$ cat src/rtl/mem_stage_pkg.sv
// Shared defaults and FSM state encoding for the memory stage.
// Optional request timeout is enabled by defining MEM_TIMEOUT_EN.
package mem_stage_pkg;

    localparam int DATA_W_DEF     = 16;
    localparam int REG_W_DEF      = 4;
    localparam int TMO_CYCLES_DEF = 16;

    typedef enum logic {
        IDLE   = 1'b0,
        ACCESS = 1'b1
    } mem_state_e;

endpackage

$ cat src/rtl/mem_access_fsm.sv
// Memory access sequencer: tracks the outstanding request, drives req/stall.
// With MEM_TIMEOUT_EN defined, an unacknowledged access is abandoned after TMO_CYCLES.
module mem_access_fsm
    import mem_stage_pkg::*;
#(
    parameter int TMO_CYCLES = TMO_CYCLES_DEF
) (
    input  logic clk,
    input  logic rst,
    input  logic start_i,
    input  logic mem_ack_i,
    output logic mem_req_o,
    output logic stall_o,
    output logic tmo_o
`ifdef MEM_TIMEOUT_EN
    ,
    output logic err_o
`endif
);

    mem_state_e state_q, state_d;

    always_ff @(posedge clk or negedge rst) begin
        if (!rst) begin
            state_q <= IDLE;
        end else begin
            state_q <= state_d;
        end
    end

`ifdef MEM_TIMEOUT_EN
    localparam int CNT_W = $clog2(TMO_CYCLES + 1);

    logic [CNT_W-1:0] cnt_q, cnt_d;
    logic             err_q, err_d;

    // tmo_o fires in the last permitted wait cycle so the abandon happens on its edge
    always_comb begin
        tmo_o = (state_q == ACCESS) && !mem_ack_i && (cnt_q == CNT_W'(TMO_CYCLES - 1));
        cnt_d = '0;
        if ((state_q == ACCESS) && !mem_ack_i && !tmo_o) begin
            cnt_d = cnt_q + CNT_W'(1);
        end
        err_d = err_q | tmo_o;
    end

    always_ff @(posedge clk or negedge rst) begin
        if (!rst) begin
            cnt_q <= '0;
            err_q <= 1'b0;
        end else begin
            cnt_q <= cnt_d;
            err_q <= err_d;
        end
    end

    assign err_o = err_q;
`else
    assign tmo_o = 1'b0;
`endif

    // A new op can only be captured while not stalled, i.e. from IDLE or on the ack edge
    always_comb begin
        state_d = state_q;
        if (start_i) begin
            state_d = ACCESS;
        end else if ((state_q == ACCESS) && (mem_ack_i || tmo_o)) begin
            state_d = IDLE;
        end
    end

    assign mem_req_o = (state_q == ACCESS);
    assign stall_o   = (state_q == ACCESS) && !mem_ack_i;

endmodule

$ cat src/rtl/mem_stage.sv
// Pipeline MEM stage: EX/MEM register A, MEM/WB register B, forwarding outputs.
// Define MEM_TIMEOUT_EN to add the access timeout and the sticky err_o output.
module mem_stage
    import mem_stage_pkg::*;
#(
    parameter int DATA_W     = DATA_W_DEF,
    parameter int REG_W      = REG_W_DEF,
    parameter int TMO_CYCLES = TMO_CYCLES_DEF
) (
    input  logic              clk,
    input  logic              rst,
    input  logic              valid_i,
    input  logic [DATA_W-1:0] alures_i,
    input  logic [DATA_W-1:0] alusrc2_i,
    input  logic [REG_W-1:0]  regdst_i,
    input  logic              regwrite_i,
    input  logic              memread_i,
    input  logic              memwrite_i,
    output logic              stall_o,
    output logic              mem_req_o,
    output logic              mem_we_o,
    output logic [DATA_W-1:0] mem_addr_o,
    output logic [DATA_W-1:0] mem_wdata_o,
    input  logic [DATA_W-1:0] mem_rdata_i,
    input  logic              mem_ack_i,
    output logic [REG_W-1:0]  exregdst_o,
    output logic              exregwrite_o,
    output logic [DATA_W-1:0] exregdata_o,
    output logic [REG_W-1:0]  memregdst_o,
    output logic              memregwrite_o,
    output logic [DATA_W-1:0] memregdata_o
`ifdef MEM_TIMEOUT_EN
    ,
    output logic              err_o
`endif
);

    typedef struct packed {
        logic              valid;
        logic [DATA_W-1:0] alures;
        logic [DATA_W-1:0] alusrc2;
        logic [REG_W-1:0]  regdst;
        logic              regwrite;
        logic              memread;
        logic              memwrite;
    } stage_a_t;

    typedef struct packed {
        logic              valid;
        logic              regwrite;
        logic [REG_W-1:0]  regdst;
        logic [DATA_W-1:0] data;
    } stage_b_t;

    stage_a_t a_p1_q, a_p1_d;
    stage_b_t b_p2_q, b_p2_d;
    logic     stall;
    logic     tmo;
    logic     start;

    assign start = !stall && valid_i && (memread_i || memwrite_i);

    mem_access_fsm #(
        .TMO_CYCLES (TMO_CYCLES)
    ) u_fsm (
        .clk       (clk),
        .rst       (rst),
        .start_i   (start),
        .mem_ack_i (mem_ack_i),
        .mem_req_o (mem_req_o),
        .stall_o   (stall),
        .tmo_o     (tmo)
`ifdef MEM_TIMEOUT_EN
        ,
        .err_o     (err_o)
`endif
    );

    // EX/MEM boundary; an abandoned access is killed so it never reaches writeback
    always_comb begin
        a_p1_d = a_p1_q;
        if (!stall) begin
            a_p1_d.valid    = valid_i;
            a_p1_d.alures   = alures_i;
            a_p1_d.alusrc2  = alusrc2_i;
            a_p1_d.regdst   = regdst_i;
            a_p1_d.regwrite = regwrite_i;
            a_p1_d.memread  = memread_i;
            a_p1_d.memwrite = memwrite_i;
        end
        if (tmo) begin
            a_p1_d.valid = 1'b0;
        end
    end

    // MEM/WB boundary; stores never write a register
    always_comb begin
        b_p2_d.valid    = a_p1_q.valid;
        b_p2_d.regwrite = a_p1_q.regwrite && !a_p1_q.memwrite;
        b_p2_d.regdst   = a_p1_q.regdst;
        b_p2_d.data     = a_p1_q.memread ? mem_rdata_i : a_p1_q.alures;
        if (stall) begin
            b_p2_d.valid    = 1'b0;
            b_p2_d.regwrite = 1'b0;
        end
    end

    always_ff @(posedge clk or negedge rst) begin
        if (!rst) begin
            a_p1_q <= '0;
            b_p2_q <= '0;
        end else begin
            a_p1_q <= a_p1_d;
            b_p2_q <= b_p2_d;
        end
    end

    assign stall_o       = stall;
    assign mem_we_o      = a_p1_q.memwrite;
    assign mem_addr_o    = a_p1_q.alures;
    assign mem_wdata_o   = a_p1_q.alusrc2;

    assign exregdst_o    = a_p1_q.regdst;
    assign exregwrite_o  = a_p1_q.valid && a_p1_q.regwrite && !a_p1_q.memread;
    assign exregdata_o   = a_p1_q.alures;

    assign memregdst_o   = b_p2_q.regdst;
    assign memregwrite_o = b_p2_q.valid && b_p2_q.regwrite;
    assign memregdata_o  = b_p2_q.data;

endmodule

$ cat config.mk
export PLATFORM = sky130hd
export DESIGN_NAME = mem_stage
export DESIGN_NICKNAME = d
export VERILOG_FILES = /design/src/rtl/mem_stage_pkg.sv /design/src/rtl/mem_access_fsm.sv /design/src/rtl/mem_stage.sv
export SDC_FILE = /design/constraint.sdc
export NUM_CORES = 1
export LEC_CHECK = 0
export ABC_CLOCK_PERIOD_IN_PS = 1270
export CAP_MARGIN = 20
export CORE_ASPECT_RATIO = 2
export CORE_MARGIN = 5
export CORE_UTILIZATION = 30
export CTS_BUF_LIST = sky130_fd_sc_hd__clkbuf_8
export DETAILED_ROUTE_END_ITERATION = 6
export HOLD_SLACK_MARGIN = 0.03
export PLACE_DENSITY = 0.61
export SYNTH_ARGS = -nofsm -noshare
export SYNTH_HDL_FRONTEND = slang
export SYNTH_SLANG_ARGS = --single-unit
$ cat constraint.sdc
create_clock -name clk -period 1.27 [get_ports clk]
set_input_delay 0.127 -clock clk [delete_from_list [all_inputs] [get_ports clk]]
set_output_delay 0.127 -clock clk [all_outputs]
set_load 0.03 [all_outputs]
==> flow_summary_export.csv <==
group,metric,value,unit
outcome,status,"completed",
pwr,power_density,1340,nW/um^2
timing,finalSetupTns,0,ns
timing,setup_viol,0,
drt,num_vias,1724,
worst_setup_path,cp.arrival,1.49,ns
yosys,synthFlopType,"dfrtp_1",
yosys,seq_area_frac_synth,51.9,%
clock_network,cts-root-buf,"clkbuf_8",
drt,firstDrtPassIters,3,
timing,layout_min_cycle_time,1.26,ns
yosys,yosys_warnings,0,
clock_network,cts_buffers,9,
yosys,synthTopCellsByCount,"buf_4 (73), dfrtp_1 (63), mux2_4 (36)",
drt,drc,0,
drt,drt_iter0_markers,32,
die,dieWidth,81.2,microns
yosys,synth_top_family_by_area,"multiplexers",
worst_setup_path,cp-end-kind,"register",
timing,slew_headroom,76.7,%
yosys,synthAdderAreaFrac,0,%
finish,fin_area,4270,sq um
timing,max_freq,791,MHz
die,rows,52,
finish,fillers,992,
clock_network,clk_latency,0.34,ns
worst_hold_path,hold_path.class,"primary input to async pin",
clock_network,clk_path_buf_depth,2,
place,placed_cell_area,4050,sq um
worst_setup_path,cp.required,1.49,ns
place,gp_congestion,0.732,
worst_setup_path,cp-startpoint,"u_fsm.mem_req_o",
yosys,avgSynthCellArea,14.7,sq um
yosys,synthXorXnorAreaFrac,0,%
yosys,synth.area.mux_share,25.2,%
clock_network,htreeDepth,3,
global_routing,grt_pass1_vias,1882,
drt,ant_nets,0,
yosys,yosysMostFrequentCell,"buf_4",
yosys,ys_async_sr_fraction,100,%
clock_network,cts_tree,"built",
finish,drive_above_1_share,45.1,%
timing,timing.final.crit_share,99.6,%
die,die_area,12400,sq um
drt,avgViaCountPerCell,3.99,
global_routing,grt_max_degree,56,
pwr,ir_drop,0.690,mV
flow_run,cap_viol_max_count,0,
timing,rsz0062_at_grt,"true",
finish,multi_input_area,830,sq um
finish,nets,351,
worst_setup_path,crit_path_max_fanout,9,
timing,fin_hold_ws,0.185,ns
clock_network,clkSinkCount,63,
worst_setup_path,reg2reg_from,"u_fsm.mem_req_o",
die,start_util,30.3,%
yosys,yosys.area_share.simple,1.57,%
global_routing,grt_pass1_wl,10600,microns
finish,area_growth,40.7,%
yosys,synth_compound_area_share,0.165,%
global_routing,antenna_found_initial,0,
yosys,synth_fp_nets,265,
timing,hold_viol,0,
drt,post_drt_wl_per_cell,16.0,microns
yosys,synth_top_area_cell,"dfrtp_1",
die,core_area,10000,sq um
drt,wl,6920,microns
place,port_buffers,135,
yosys,ys_ff_latch,63,
timing,drv_slew,0,
global_routing,groute.usage.overall,11.7,%
timing,worst_slew_pin_slew,0.351,ns
global_routing,gr-total-overflow,0,
yosys,synth_edf_count,0,
yosys,yosysUniqueCellTypes,15,
finish,antenna_cells,0,
yosys,syn_inst,206,
worst_setup_path,path_class,"register to register",
place,hpwlAfterDp,5110,microns
timing,fin_skew,0.00871,ns
finish,final-seq-area,1580,sq um
yosys,syn-cell-area,3040,sq um
yosys,netlist_top_cells_area,"dfrtp_1 (52%), buf_4 (18%), mux2_4 (18%), mux2_2 (7.4%), buf_12 (2.0%)",
yosys,yosys.area.top_type_share,51.9,%
worst_setup_path,start_kind,"register",
die,die_h,152,microns
die,io_pins,136,
pwr,p_leak,1.93,nW
clock_network,clk_pin_slew,0.07,ns
## critical path, cell delays in order, from the launching register on
cell and delay [ns]:
dfrtp_2 0.36, nor2b_4 0.19, buf_12 0.13, buf_6 0.16, mux2_4 0.31
## stage by stage
step / power (mW) / setup slack, ns / cells / utilization (%)
3_5_place_dp: 4.16 / -0.215 / 408 / 40.4
3_3_place_gp: 4.14 / -0.203 / 408 / 40.4
6_report: 5.72 / 0.00547 / 432 / 42.7
5_1_grt: 5.96 / -0.0490 / 432 / 42.7
4_1_cts: 5.82 / -0.0313 / 429 / 42.9
2_1_floorplan: 3.65 / -0.0576 / 206 / -
## layer usage
layer / wire length (microns) / vias up / track usage (%)
li1: - / 783 / -
met1: 2240 / 864 / 11.5
met2: 4080 / 63 / 21.1
met3: 358 / 14 / 2.84
met4: 236 / 0 / 6.85
met5: 0 / - / 0
## sequential cells by signal (all words and copies together), names as in the netlist, 2 cells and up
signal and flops:
exregdata_o 16, a_p1_q 3, memregdata_o 16, b_p2_q 2, mem_wdata_o 16, memregdst_o 4, exregdst_o 4
## cell families (layout without fill, tap and decap cells)
family | count (synthesis) | after routing
muxes | 56 | 56
buffers and inverters | 79 | 170
DFF | 63 | 63
AOI/OAI and AO/OA | 1 | 1
and+or+nand+nor | 7 | 7
## timing repair
| item | 4_1_cts | 5_1_grt |
|---|---|---|
| setup buffers | 4 | 2 |
| hold buffers | 1 | 0 |
| setup endpoints to repair | 76 | 58 |
| hold endpoints to repair | 63 | 0 |
| gates cloned | 0 | 1 |
| resized for setup | 140 | 28 |
## power by group
part / total, mW / internal [mW] / switching (mW)
clock network: 1.72 / 0.948 / 0.776
logic: 1.66 / 0.791 / 0.865
registers: 2.34 / 2.22 / 0.126
## area by class of cell
type	instances	share of cell area [%]
Clock buffer	10	3.22
Clock inverter	6	1.41
Multi-Input combinational cell	64	19.4
Sequential cell	63	36.9
Tap cell	135	3.95
Timing Repair Buffer	154	35.1
## final timing paths
kind / to / slack [ns] / cells after the start
worst max-delay path: mem_wdata_o[4] / 0.005 / 4
worst min-delay path: memregdata_o[9] / 0.19 / 2
worst max register to register: mem_wdata_o[4] / 0.005 / 4
worst min register to register: memregdst_o[0] / 0.41 / 0
max in group asynchronous: u_fsm.mem_req_o / 0.51 / 3
min in group clk: u_fsm.mem_req_o / 0.39 / 3
## placed cells by master, fill, tap and decap left out, types with 2 or more instances in the layout
cell,Yosys,routed
buf_6,0,5
clkbuf_2,0,15
clkdlybuf4s15_1,0,11
clkinv_2,0,3
mux2_4,36,37
buf_4,73,10
clkinvlp_4,0,2
clkdlybuf4s50_1,0,57
buf_2,1,2
dfrtp_1,63,62
buf_12,3,5
mux2_2,20,19
clkdlybuf4s15_2,0,20
dlygate4sd2_1,0,26
clkbuf_8,0,10
Note: power is estimated with default switching activity, not from simulation.
